--- src/rtl/mission_level_sequencer_pkg.sv ---
// mission_pkg: shared types and constants for the mission level sequencer.
// Holds the FSM state enum, per-level masks, command whitelists and status codes.
package mission_pkg;

    typedef enum logic [3:0] {
        S_IDLE,
        S_L1_SETTLE,
        S_L1_CHECK,
        S_L2_SETTLE,
        S_L2_CHECK,
        S_L2_CMD,
        S_L3_SETTLE,
        S_L3_CHECK,
        S_L3_CMD,
        S_DONE
    } state_t;

    localparam logic [4:0] L1_MASK = 5'b11110;
    localparam logic [4:0] L2_MASK = 5'b11100;
    localparam logic [4:0] L3_MASK = 5'b11000;

    localparam logic [4:0] L2_OFF_ALLOWED = 5'b00010;
    localparam logic [4:0] L3_OFF_ALLOWED = 5'b00110;

    localparam logic [1:0] STAT_RUN   = 2'b00;
    localparam logic [1:0] STAT_OK    = 2'b01;
    localparam logic [1:0] STAT_ABORT = 2'b10;
    localparam logic [1:0] STAT_FAIL  = 2'b11;

    // Clear only those requested bits that the current level lets the operator touch.
    function automatic logic [4:0] cmd_apply(
        input logic [4:0] cur,
        input logic [4:0] req,
        input logic [4:0] allowed
    );
        return cur & ~(req & allowed);
    endfunction

endpackage

--- src/rtl/mission_level_sequencer_if.sv ---
// Operator command channel (valid/ready) for the mission level sequencer.
// cmd_valid/cmd_mask from operator (master), cmd_ready from sequencer (slave).
interface mission_level_sequencer_if;

    logic       cmd_valid;
    logic [4:0] cmd_mask;
    logic       cmd_ready;

    modport master (
        output cmd_valid,
        output cmd_mask,
        input  cmd_ready
    );

    modport slave (
        input  cmd_valid,
        input  cmd_mask,
        output cmd_ready
    );

endinterface

--- src/rtl/mission_level_sequencer_seq_timer.sv ---
// seq_timer: 8-bit loadable down-counter with a zero flag.
// Ports: clk, rst (async high), i_load, i_val[7:0] -> o_zero. Stops at zero.
module seq_timer (
    input  logic       clk,
    input  logic       rst,
    input  logic       i_load,
    input  logic [7:0] i_val,
    output logic       o_zero
);

    logic [7:0] r_cnt;

    always_ff @(posedge clk or posedge rst) begin
        if (rst) begin
            r_cnt <= '0;
        end else if (i_load) begin
            r_cnt <= i_val;
        end else if (r_cnt != 8'd0) begin
            r_cnt <= r_cnt - 8'd1;
        end
    end

    assign o_zero = (r_cnt == 8'd0);

endmodule

--- src/rtl/mission_level_sequencer.sv ---
// mission_level_sequencer: drives the three-level fault-tolerance chain.
// Ports: clk, rst (async high), start, r_in[4:0], lvl_pass[2:0], cmd (slave
// if: cmd_valid, cmd_mask, cmd_ready) -> e_mask, sw1_l2, sw1_l3, sw2_l3,
// lvl_sel, o_out, status, busy. Optional SEQ_CMD_TIMEOUT_EN: a CMD state
// with no handshake for CMD_TIMEOUT cycles advances with an empty mask.
module mission_level_sequencer
    import mission_pkg::*;
#(
    parameter int SETTLE_CYC  = 2,
    parameter int CMD_TIMEOUT = 16
) (
    input  logic                       clk,
    input  logic                       rst,
    input  logic                       start,
    input  logic [4:0]                 r_in,
    input  logic [2:0]                 lvl_pass,
    mission_level_sequencer_if.slave   cmd,
    output logic [4:0]                 e_mask,
    output logic                       sw1_l2,
    output logic                       sw1_l3,
    output logic                       sw2_l3,
    output logic [1:0]                 lvl_sel,
    output logic [4:0]                 o_out,
    output logic [1:0]                 status,
    output logic                       busy
);

    localparam logic [7:0] SETTLE_V = 8'(SETTLE_CYC - 1);
    localparam logic [7:0] TMO_V    = 8'(CMD_TIMEOUT - 1);

    state_t     r_state;
    state_t     w_state_nxt;
    logic [4:0] r_e_mask;
    logic [4:0] w_e_mask_nxt;
    logic       r_sw1_l2;
    logic       w_sw1_l2_nxt;
    logic       r_sw1_l3;
    logic       w_sw1_l3_nxt;
    logic [1:0] r_lvl_sel;
    logic [1:0] w_lvl_sel_nxt;
    logic [4:0] r_o_out;
    logic [4:0] w_o_out_nxt;
    logic [1:0] r_status;
    logic [1:0] w_status_nxt;

    logic       w_tmr_load;
    logic [7:0] w_tmr_val;
    logic       w_tmr_zero;
    logic       w_cmd_ready;
    logic       w_hs;
    logic       w_cmd_go;
    logic [4:0] w_cmd_bits;

    // The same timer paces settle windows and, when enabled, command timeouts.
    seq_timer u_timer (
        .clk    (clk),
        .rst    (rst),
        .i_load (w_tmr_load),
        .i_val  (w_tmr_val),
        .o_zero (w_tmr_zero)
    );

    assign w_cmd_ready = (r_state == S_L2_CMD) || (r_state == S_L3_CMD);
    assign w_hs        = cmd.cmd_valid && w_cmd_ready;

`ifdef SEQ_CMD_TIMEOUT_EN
    // A timeout behaves like a handshake carrying an empty mask.
    assign w_cmd_go   = w_hs || (w_cmd_ready && w_tmr_zero);
    assign w_cmd_bits = w_hs ? cmd.cmd_mask : 5'b00000;
`else
    assign w_cmd_go   = w_hs;
    assign w_cmd_bits = cmd.cmd_mask;
`endif

    always_ff @(posedge clk or posedge rst) begin
        if (rst) begin
            r_state <= S_IDLE;
        end else begin
            r_state <= w_state_nxt;
        end
    end

    always_comb begin
        w_state_nxt   = r_state;
        w_tmr_load    = 1'b0;
        w_tmr_val     = SETTLE_V;
        w_e_mask_nxt  = r_e_mask;
        w_sw1_l2_nxt  = r_sw1_l2;
        w_sw1_l3_nxt  = r_sw1_l3;
        w_lvl_sel_nxt = r_lvl_sel;
        w_o_out_nxt   = r_o_out;
        w_status_nxt  = r_status;
        unique case (r_state)
            S_IDLE, S_DONE: begin
                if (start) begin
                    w_state_nxt   = S_L1_SETTLE;
                    w_tmr_load    = 1'b1;
                    w_e_mask_nxt  = L1_MASK;
                    w_sw1_l2_nxt  = 1'b0;
                    w_sw1_l3_nxt  = 1'b0;
                    w_lvl_sel_nxt = 2'd1;
                    w_o_out_nxt   = 5'b00000;
                    w_status_nxt  = STAT_RUN;
                end
            end
            S_L1_SETTLE: begin
                if (w_tmr_zero) w_state_nxt = S_L1_CHECK;
            end
            S_L1_CHECK: begin
                if (lvl_pass[0]) begin
                    w_o_out_nxt   = r_in & L1_MASK;
                    w_state_nxt   = S_L2_SETTLE;
                    w_tmr_load    = 1'b1;
                    w_e_mask_nxt  = L2_MASK;
                    w_sw1_l2_nxt  = 1'b1;
                    w_lvl_sel_nxt = 2'd2;
                end else begin
                    w_state_nxt  = S_DONE;
                    w_status_nxt = STAT_ABORT;
                end
            end
            S_L2_SETTLE: begin
                if (w_tmr_zero) w_state_nxt = S_L2_CHECK;
            end
            S_L2_CHECK: begin
                if (lvl_pass[1]) begin
                    w_o_out_nxt = r_in & L2_MASK;
                    w_state_nxt = S_L2_CMD;
                    w_tmr_load  = 1'b1;
                    w_tmr_val   = TMO_V;
                end else begin
                    w_state_nxt  = S_DONE;
                    w_status_nxt = STAT_ABORT;
                end
            end
            S_L2_CMD: begin
                if (w_cmd_go) begin
                    w_o_out_nxt   = cmd_apply(r_o_out, w_cmd_bits, L2_OFF_ALLOWED);
                    w_state_nxt   = S_L3_SETTLE;
                    w_tmr_load    = 1'b1;
                    w_e_mask_nxt  = L3_MASK;
                    w_sw1_l3_nxt  = 1'b1;
                    w_lvl_sel_nxt = 2'd3;
                end
            end
            S_L3_SETTLE: begin
                if (w_tmr_zero) w_state_nxt = S_L3_CHECK;
            end
            S_L3_CHECK: begin
                if (lvl_pass[2]) begin
                    w_o_out_nxt = r_in & L3_MASK;
                    w_state_nxt = S_L3_CMD;
                    w_tmr_load  = 1'b1;
                    w_tmr_val   = TMO_V;
                end else begin
                    w_state_nxt  = S_DONE;
                    w_status_nxt = STAT_FAIL;
                end
            end
            S_L3_CMD: begin
                if (w_cmd_go) begin
                    w_o_out_nxt  = cmd_apply(r_o_out, w_cmd_bits, L3_OFF_ALLOWED);
                    w_state_nxt  = S_DONE;
                    w_status_nxt = STAT_OK;
                end
            end
            default: begin
                w_state_nxt = S_IDLE;
            end
        endcase
    end

    always_ff @(posedge clk or posedge rst) begin
        if (rst) begin
            r_e_mask  <= L1_MASK;
            r_sw1_l2  <= 1'b0;
            r_sw1_l3  <= 1'b0;
            r_lvl_sel <= 2'd0;
            r_o_out   <= 5'b00000;
            r_status  <= STAT_RUN;
        end else begin
            r_e_mask  <= w_e_mask_nxt;
            r_sw1_l2  <= w_sw1_l2_nxt;
            r_sw1_l3  <= w_sw1_l3_nxt;
            r_lvl_sel <= w_lvl_sel_nxt;
            r_o_out   <= w_o_out_nxt;
            r_status  <= w_status_nxt;
        end
    end

    assign e_mask        = r_e_mask;
    assign sw1_l2        = r_sw1_l2;
    assign sw1_l3        = r_sw1_l3;
    assign sw2_l3        = 1'b0;
    assign lvl_sel       = r_lvl_sel;
    assign o_out         = r_o_out;
    assign status        = r_status;
    assign busy          = (r_state != S_IDLE) && (r_state != S_DONE);
    assign cmd.cmd_ready = w_cmd_ready;

endmodule

--- src/flat_wrapper.sv ---
// flat-port wrapper written by rule: the top's interface ports become plain ports
module mission_level_sequencer_flat import mission_pkg::*;
#(
    parameter int SETTLE_CYC  = 2,
    parameter int CMD_TIMEOUT = 16
)
  (clk, rst, start, r_in, lvl_pass, e_mask, sw1_l2, sw1_l3, sw2_l3, lvl_sel, o_out, status, busy, cmd_cmd_valid, cmd_cmd_mask, cmd_cmd_ready);
  mission_level_sequencer_if cmd_i ();
  input  logic clk;
  input  logic rst;
  input  logic start;
  input  logic [4:0] r_in;
  input  logic [2:0] lvl_pass;
  output logic [4:0] e_mask;
  output logic sw1_l2;
  output logic sw1_l3;
  output logic sw2_l3;
  output logic [1:0] lvl_sel;
  output logic [4:0] o_out;
  output logic [1:0] status;
  output logic busy;
  input wire logic [$bits(cmd_i.cmd_valid)-1:0] cmd_cmd_valid;
  input wire logic [$bits(cmd_i.cmd_mask)-1:0] cmd_cmd_mask;
  output wire logic [$bits(cmd_i.cmd_ready)-1:0] cmd_cmd_ready;
  assign cmd_i.cmd_valid = cmd_cmd_valid;
  assign cmd_i.cmd_mask = cmd_cmd_mask;
  assign cmd_cmd_ready = cmd_i.cmd_ready;
  mission_level_sequencer #(.SETTLE_CYC(SETTLE_CYC), .CMD_TIMEOUT(CMD_TIMEOUT)) u_core (.clk(clk), .rst(rst), .start(start), .r_in(r_in), .lvl_pass(lvl_pass), .cmd(cmd_i), .e_mask(e_mask), .sw1_l2(sw1_l2), .sw1_l3(sw1_l3), .sw2_l3(sw2_l3), .lvl_sel(lvl_sel), .o_out(o_out), .status(status), .busy(busy));
endmodule
--- config.mk ---
export PLATFORM = sky130hd
export DESIGN_NAME = mission_level_sequencer_flat
export DESIGN_NICKNAME = d
export VERILOG_FILES = /design/src/rtl/mission_level_sequencer_pkg.sv /design/src/rtl/mission_level_sequencer_if.sv /design/src/rtl/mission_level_sequencer_seq_timer.sv /design/src/rtl/mission_level_sequencer.sv /design/src/flat_wrapper.sv
export SDC_FILE = /design/constraint.sdc
export NUM_CORES = 1
export LEC_CHECK = 0
export BUFFER_PORTS_ARGS = -buffer_cell sky130_fd_sc_hd__buf_2
export CAP_MARGIN = 10
export CORE_MARGIN = 5
export CORE_UTILIZATION = 40
export CTS_BUF_LIST = sky130_fd_sc_hd__clkbuf_16
export CTS_CLUSTER_DIAMETER = 60
export DETAILED_ROUTE_END_ITERATION = 7
export PLACE_DENSITY_LB_ADDON = 0.08
export SKIP_LAST_GASP = 1
export SLEW_MARGIN = 10
export SYNTH_ARGS = -nofsm -noshare
export SYNTH_HDL_FRONTEND = slang
export SYNTH_SLANG_ARGS = --single-unit
--- constraint.sdc ---
create_clock -name clk -period 1.6 [get_ports clk]
set_input_delay 0.24 -clock clk [delete_from_list [all_inputs] [get_ports clk]]
set_output_delay 0.24 -clock clk [all_outputs]
set_load 0.01 [all_outputs]
==> impl_metrics.env, run 1 <==
export IMPL_cts_path_max_buffers=2
export IMPL_cts_hold_buf=0
export IMPL_cp_arrival_ps=1980
export IMPL_r2r_cells=5
export IMPL_syn_area_sq_um=1550
export IMPL_grt_max_degree=25
export IMPL_r2r_start="u_core.r_state[3]"
export IMPL_grt_overflow=0
export IMPL_synth_area_top_cells="dfrtp_1 35%, xnor2_1 3.9%, buf_4 3.4%"
export IMPL_viasPerCell=5.22
export IMPL_cts_tree="built"
export IMPL_row_count=22
export IMPL_drt_iter0_drc=93
export IMPL_outcome="finished, violations left"
export IMPL_critPathCaptureType="flip-flop"
export IMPL_finalWirelength_um=4790
export IMPL_ys_flop_type="dfrtp_1"
export IMPL_first_global_vias=1572
export IMPL_regToRegEndpoint="u_core.o_out[2]"
export IMPL_slowest_stage="dfrtp_2"
export IMPL_start_util_pct=41.8
export IMPL_fp_dieH_um=72.3
export IMPL_avgSynthCellArea_sq_um=9.20
export IMPL_setup_violations=20
export IMPL_synth_seq_cells=24
export IMPL_crit_path_start_kind="flip-flop"
export IMPL_synth_seq_area_share_pct=38.8
export IMPL_worst_path_largest_cell_delay_ps=470
export IMPL_root_buffer="clkbuf_16"
export IMPL_cts_max_level=1
export IMPL_yosysWarnings=0
export IMPL_filler_cell_count=280
export IMPL_timing_critical_path_mode_cell="mux2_4"
export IMPL_synth_top_area_share_pct=35.4
export IMPL_areaGrowthSynthToFinish_pct=67.0
export IMPL_rsz0062_at_grt="true"
export IMPL_grt_total_usage_pct=16.4
export IMPL_portBuffers=26
export IMPL_place_hpwl_um=3020
export IMPL_die_w_um=72.3
export IMPL_syn_inst=169
export IMPL_finalCritPeriodShare_pct=115
export IMPL_multi_input_comb_area_sq_um=1050
export IMPL_p_leak_nw=1.21
export IMPL_core_sq_um=3720
export IMPL_wl_per_cell_um=15.5
export IMPL_period_minus_slack_ps=1840
export IMPL_drc=0
export IMPL_fmax_mhz=544
export IMPL_cp_cell_sequence="mux2_4 -> or4_4 -> nand4_4 -> a21oi_2 -> mux2_4"
export IMPL_final_nets=281
export IMPL_drive_gt1_share_pct=59.4
export IMPL_layout_setup_ws_ps=-238
export IMPL_synth_async_reset_ratio_pct=100
export IMPL_gp_congestion=0.908
export IMPL_fin_worst_skew_ps=10.4
export IMPL_antenna_found_initial=0
export IMPL_powerDensity_nw_per_um2=2230
export IMPL_cts_buffers=3
export IMPL_grt_first_pass_wirelength_um=6820
export IMPL_violations="setup timing"
export IMPL_slew_violations=0
export IMPL_rrSetupSlack_ps=-240
export IMPL_critPathRequiredTime_ps=1750
export IMPL_cts_sinks=24
export IMPL_synth_edff_count=0
export IMPL_pre_cts_ws_ps=-200
export IMPL_synth_lib_cells_used_distinct=48
export IMPL_finalHoldViolations=0
export IMPL_insertion_delay_ps=260
export IMPL_regArea_sq_um=608
export IMPL_yosysTopAreaCell="dfrtp_1"
export IMPL_ioPinCount=36
export IMPL_die_area_sq_um=5230
export IMPL_vdd_drop_max_mv=1.21
export IMPL_hold_ws_ps=9.91
export IMPL_worst_hold_path_type="in2async"
export IMPL_n_antenna_cell=0
export IMPL_maxCapViolCount=0
export IMPL_clk_pin_slew_ps=70
export IMPL_post_route_util_pct=69.8
export IMPL_crit_fanout=3
export IMPL_ant_nets=0
export IMPL_path_class="reg2reg"
export IMPL_vias=1613
export IMPL_drt_first_pass_iters=4
## worst max-delay path: cells and delay by family (launching register included)
| kind | cells | cell delay (ps) |
|---|---|---|
| multiplexers | 2 | 620 |
| AND/OR/NAND/NOR | 2 | 590 |
| AO/OA/AOI/OAI | 1 | 40 |
| flip-flops | 1 | 470 |
## final cells by class
type	instances	area share (%)
multi-input cells	125	40.6
flip-flops and latches	24	23.4
clock buffers	3	2.89
repair buffers	98	29.1
well taps	48	2.31
clock inverters	1	0.145
inverters	10	1.45
## registers in the layout, summed over array words and instances, names as in the netlist
signal                cells
u_core.lvl_sel            2
u_core.r_state            4
u_core.status             2
u_core.e_mask             2
u_core.o_out              4
u_core.sw1_l2             1
u_core.u_timer.r_cnt      8
u_core.sw1_l3             1
## metrics by stage
step	cell area, sq um	total power, mW	cells	setup TNS (ps)
6_report	2590	5.78	309	-1930
5_1_grt	2590	6.15	309	-3150
4_1_cts	2310	4.90	294	-1630
2_1_floorplan	1580	2.74	172	-188
3_5_place_dp	2060	3.91	282	-2230
3_3_place_gp	2060	3.85	282	-1740
## layout by cell type (no fill, tap or decap), types with 6 or more instances in the layout
cell	instances
buf_4	58
xnor2_1	6
buf_2	26
buf_6	10
dfrtp_1	18
nand2_1	11
inv_1	9
o21a_1	6
o21ai_1	7
a21oi_2	6
## where the power goes
group	internal (mW)	leakage (nW)	total, mW	switching, mW
registers	0.883	0.299	1.13	0.247
clock network	0.334	0.0423	0.540	0.207
logic	2.28	0.873	4.11	1.83
## cells in the mapped netlist (2+ instances only)
library cell / count
nand2_1: 11
mux2i_1: 2
o22ai_1: 2
inv_1: 10
buf_4: 7
a21oi_1: 9
conb_1: 2
nor3b_1: 7
nand4_1: 2
dfrtp_1: 22
nor2b_1: 5
nand2b_1: 2
buf_2: 5
o21ai_0: 10
o31ai_1: 3
mux2_2: 4
xnor2_1: 7
dfstp_2: 2
mux2_4: 2
nand3_1: 5
nor2_1: 11
o21a_1: 6
ha_1: 2
or3_1: 4
o21ai_1: 4
## what timing repair did
action	4_1_cts	5_1_grt
cloned	1	0
setup endpoints to repair	21	22
pin swaps	9	12
resized for setup	21	47
setup buffers	7	17
## cell families after synthesis
kind of cell,share of synthesized area [%]
simple gates,22.5
compound gates,18.3
flops,38.8
buf+inv,7.65
xor+xnor,4.51
mux,6.12
fa+ha+maj,1.61
other cells,0.483
## routing by layer
layer / GRT usage [%] / up-vias / share of wire, %
met5: 0 / - / 0
met4: 7.52 / 0 / 3.2
met3: 2.49 / 20 / 5.1
met2: 27.7 / 62 / 51
met1: 20.5 / 757 / 41
li1: - / 774 / -
## how the worst max path moves through the flow
| stage | to | start |
|---|---|---|
| final | u_core.o_out[2] | u_core.r_state[3] |
| after global routing | u_core.o_out[2] | u_core.r_state[3] |
| after CTS | u_core.o_out[2] | u_core.r_state[3] |
| after detailed placement | u_core.r_state[0] | u_core.u_timer.r_cnt[0] |
| after global placement | u_core.r_state[1] | u_core.r_state[2] |
| after floorplan | u_core.o_out[2] | u_core.r_state[3] |
(Power assumes the default switching activity.)
==> inputs of run 2 (changes only) <==
--- a/config.mk
+++ b/config.mk
@@ -5,6 +5,7 @@
 export SDC_FILE = /design/constraint.sdc
 export NUM_CORES = 1
 export LEC_CHECK = 0
+export ABC_AREA = 1
 export BUFFER_PORTS_ARGS = -buffer_cell sky130_fd_sc_hd__buf_2
 export CAP_MARGIN = 10
 export CORE_MARGIN = 5
==> impl_metrics.env, run 2 <==
export IMPL_outcome="complete, no violations"
export IMPL_avgSynthCellArea_sq_um=7.83
export IMPL_crit_path_start_kind="flip-flop"
export IMPL_drt_iter0_drc=48
export IMPL_cts_buffers=3
export IMPL_yosysTopAreaCell="dfrtp_1"
export IMPL_synth_edff_count=0
export IMPL_grt_first_pass_wirelength_um=6130
export IMPL_grt_total_usage_pct=14.1
export IMPL_drt_first_pass_iters=4
export IMPL_die_area_sq_um=5580
export IMPL_synth_commonest_cells="51 x nand2_1, 24 x inv_1, 22 x dfrtp_1, 20 x nor2_1"
export IMPL_first_global_vias=1362
export IMPL_fp_dieH_um=74.7
export IMPL_r2r_start="u_core.r_state[1]"
export IMPL_wl_per_cell_um=11.9
export IMPL_stdcell_area_sq_um=2040
export IMPL_synth_area_top_cells="dfrtp_1 33%, nand2_1 11%, nand2_4 6.0%"
export IMPL_r2r_cells=9
export IMPL_worst_path_largest_cell_delay_ps=450
export IMPL_critPathRequiredTime_ps=1360
export IMPL_finalWirelength_um=3600
export IMPL_cts_hold_buf=0
export IMPL_start_util_pct=41.6
export IMPL_cts_max_level=1
export IMPL_fmax_mhz=632
export IMPL_worst_hold_path_type="in2async"
export IMPL_crit_fanout=6
export IMPL_areaGrowthSynthToFinish_pct=22.0
export IMPL_grt_max_degree=25
export IMPL_die_w_um=74.7
export IMPL_synth_lib_cells_used_distinct=31
export IMPL_largest_reg_flops=8
export IMPL_row_count=23
export IMPL_clk_pin_slew_ps=70
export IMPL_dpl_instance_area_sq_um=1890
export IMPL_finalCritPeriodShare_pct=98.8
export IMPL_critPathCaptureType="output pin"
export IMPL_rsz0062_at_grt="true"
export IMPL_ioPinCount=36
export IMPL_core_sq_um=4030
export IMPL_rrSetupSlack_ps=80
export IMPL_grt_overflow=0
export IMPL_vdd_drop_max_mv=0.941
export IMPL_post_route_util_pct=50.7
export IMPL_slew_violations=0
export IMPL_gp_congestion=0.822
export IMPL_synth_top_area_share_pct=32.9
export IMPL_finalHoldViolations=0
export IMPL_viasPerCell=4.62
export IMPL_largest_register="u_core.u_timer.r_cnt"
export IMPL_setup_violations=0
export IMPL_final_cell_mix="49 x nand2_1, 26 x buf_2, 23 x inv_1"
export IMPL_pre_cts_ws_ps=46.7
export IMPL_layout_setup_ws_ps=18.7
export IMPL_layout_commonest_cell="nand2_1"
export IMPL_yosysMostFrequentCell="nand2_1"
export IMPL_cts_sinks=24
export IMPL_vias=1394
export IMPL_powerDensity_nw_per_um2=2000
export IMPL_timing_critical_path_mode_cell="nand2_4"
export IMPL_p_leak_nw=1.10
export IMPL_drive_gt1_share_pct=38.9
export IMPL_synth_seq_area_share_pct=36.0
export IMPL_place_hpwl_um=2920
export IMPL_p_total_mw=4.10
export IMPL_ys_flop_type="dfrtp_1"
export IMPL_n_antenna_cell=0
export IMPL_ant_nets=0
export IMPL_antenna_found_initial=0
export IMPL_synth_async_reset_ratio_pct=100
export IMPL_final_nets=272
export IMPL_fin_worst_skew_ps=3.82
export IMPL_maxCapViolCount=0
export IMPL_yosysWarnings=0
export IMPL_insertion_delay_ps=260
export IMPL_cp_arrival_ps=1340
export IMPL_root_buffer="clkbuf_16"
export IMPL_drc=0
export IMPL_syn_inst=214
export IMPL_portBuffers=26
export IMPL_path_class="reg2out"
export IMPL_period_minus_slack_ps=1580
export IMPL_synth_seq_cells=24
export IMPL_cts_path_max_buffers=2
export IMPL_syn_area_sq_um=1680
export IMPL_slowest_stage="dfrtp_2"
export IMPL_cp_cell_sequence="nor2_2 -> nand2_4 -> nand2_4 -> inv_2 -> buf_2"
export IMPL_cts_tree="built"
export IMPL_regToRegEndpoint="u_core.u_timer.r_cnt[7]"
## run 2: changes by cell type in the layout (fill, tap and decap cells not counted), moves of 7 or more
| cell | change |
|---|---|
| buf_4 | -49 |
| buf_6 | -10 |
| inv_1 | +14 |
| inv_2 | +8 |
| nand2_1 | +38 |
| nand2_2 | +9 |
| nand2_4 | +9 |
| nor2_1 | +11 |
| nor2_4 | +7 |
## run 2: timing repair
action                                 in CTS  in global routing
pin swaps                                   1                 10
setup endpoints to repair                   2                 13
buffers inserted                            0                  4
endpoints found under the hold margin       0                  0
gates resized for setup                     2                 11
## run 2: critical path, delay by kind of cell (launching register included)
family / cells / cell delay, ps
buffers and inverters: 2 / 190
DFF: 1 / 450
and+or+nand+nor: 3 / 440
## run 2: power by group
group,total [mW],leakage (nW),internal [mW],switching [mW]
Sequential,1.07,0.300,0.892,0.183
Clock,0.558,0.0385,0.335,0.224
Combinational,2.47,0.758,0.953,1.51
Total,4.10,1.10,2.18,1.92
## run 2: cell families after synthesis
family | share of synthesized area [%]
buffers and inverters | 9.63
and+or+nand+nor | 42.1
adders and majority gates | 1.49
other | 0.448
AOI/OAI and AO/OA | 7.17
DFF | 36.0
xor gates and xnor gates | 3.14
## run 2: routing by layer
layer	wire length, um	track usage [%]	vias to the layer above
li1	-	-	739
met1	1700	18.4	632
met2	1770	25.3	19
met3	114	2.00	4
met4	20	2.37	0
met5	0	0	-
## run 2: how the worst max path moves through the flow
| stage | from | to | slack, ps | cells after the start |
|---|---|---|---|---|
| after floorplan | u_core.u_timer.r_cnt[0] | u_core.r_state[2] | 180 | 8 |
| after global placement | u_core.r_state[0] | u_core.u_timer.r_cnt[1] | 60 | 8 |
| after detailed placement | u_core.r_state[0] | u_core.sw1_l2 | 50 | 8 |
| after CTS | u_core.r_state[1] | cmd_cmd_ready | -20 | 6 |
| after global routing | u_core.r_state[0] | u_core.r_state[2] | -50 | 9 |
| final | u_core.r_state[0] | busy | 20 | 5 |
## run 2: cell type report
cell class / instances / area [sq um]
inverter: 33 / 124
multi-input combinational: 155 / 955
timing repair buffer: 36 / 218
clock buffer: 3 / 75.1
sequential: 24 / 607
tap: 50 / 62.6
clock inverter: 1 / 3.75
fill: 420 / 1980
## run 2: through the flow
step / cells / TNS, ps / hold WS [ps]
after floorplan: 217 / 0 / 253
after global placement: 294 / 0 / 311
after detailed placement: 294 / 0 / 311
after CTS: 298 / -24.8 / 32.3
after global routing: 302 / -226 / 49.9
final: 302 / 0 / 20.3
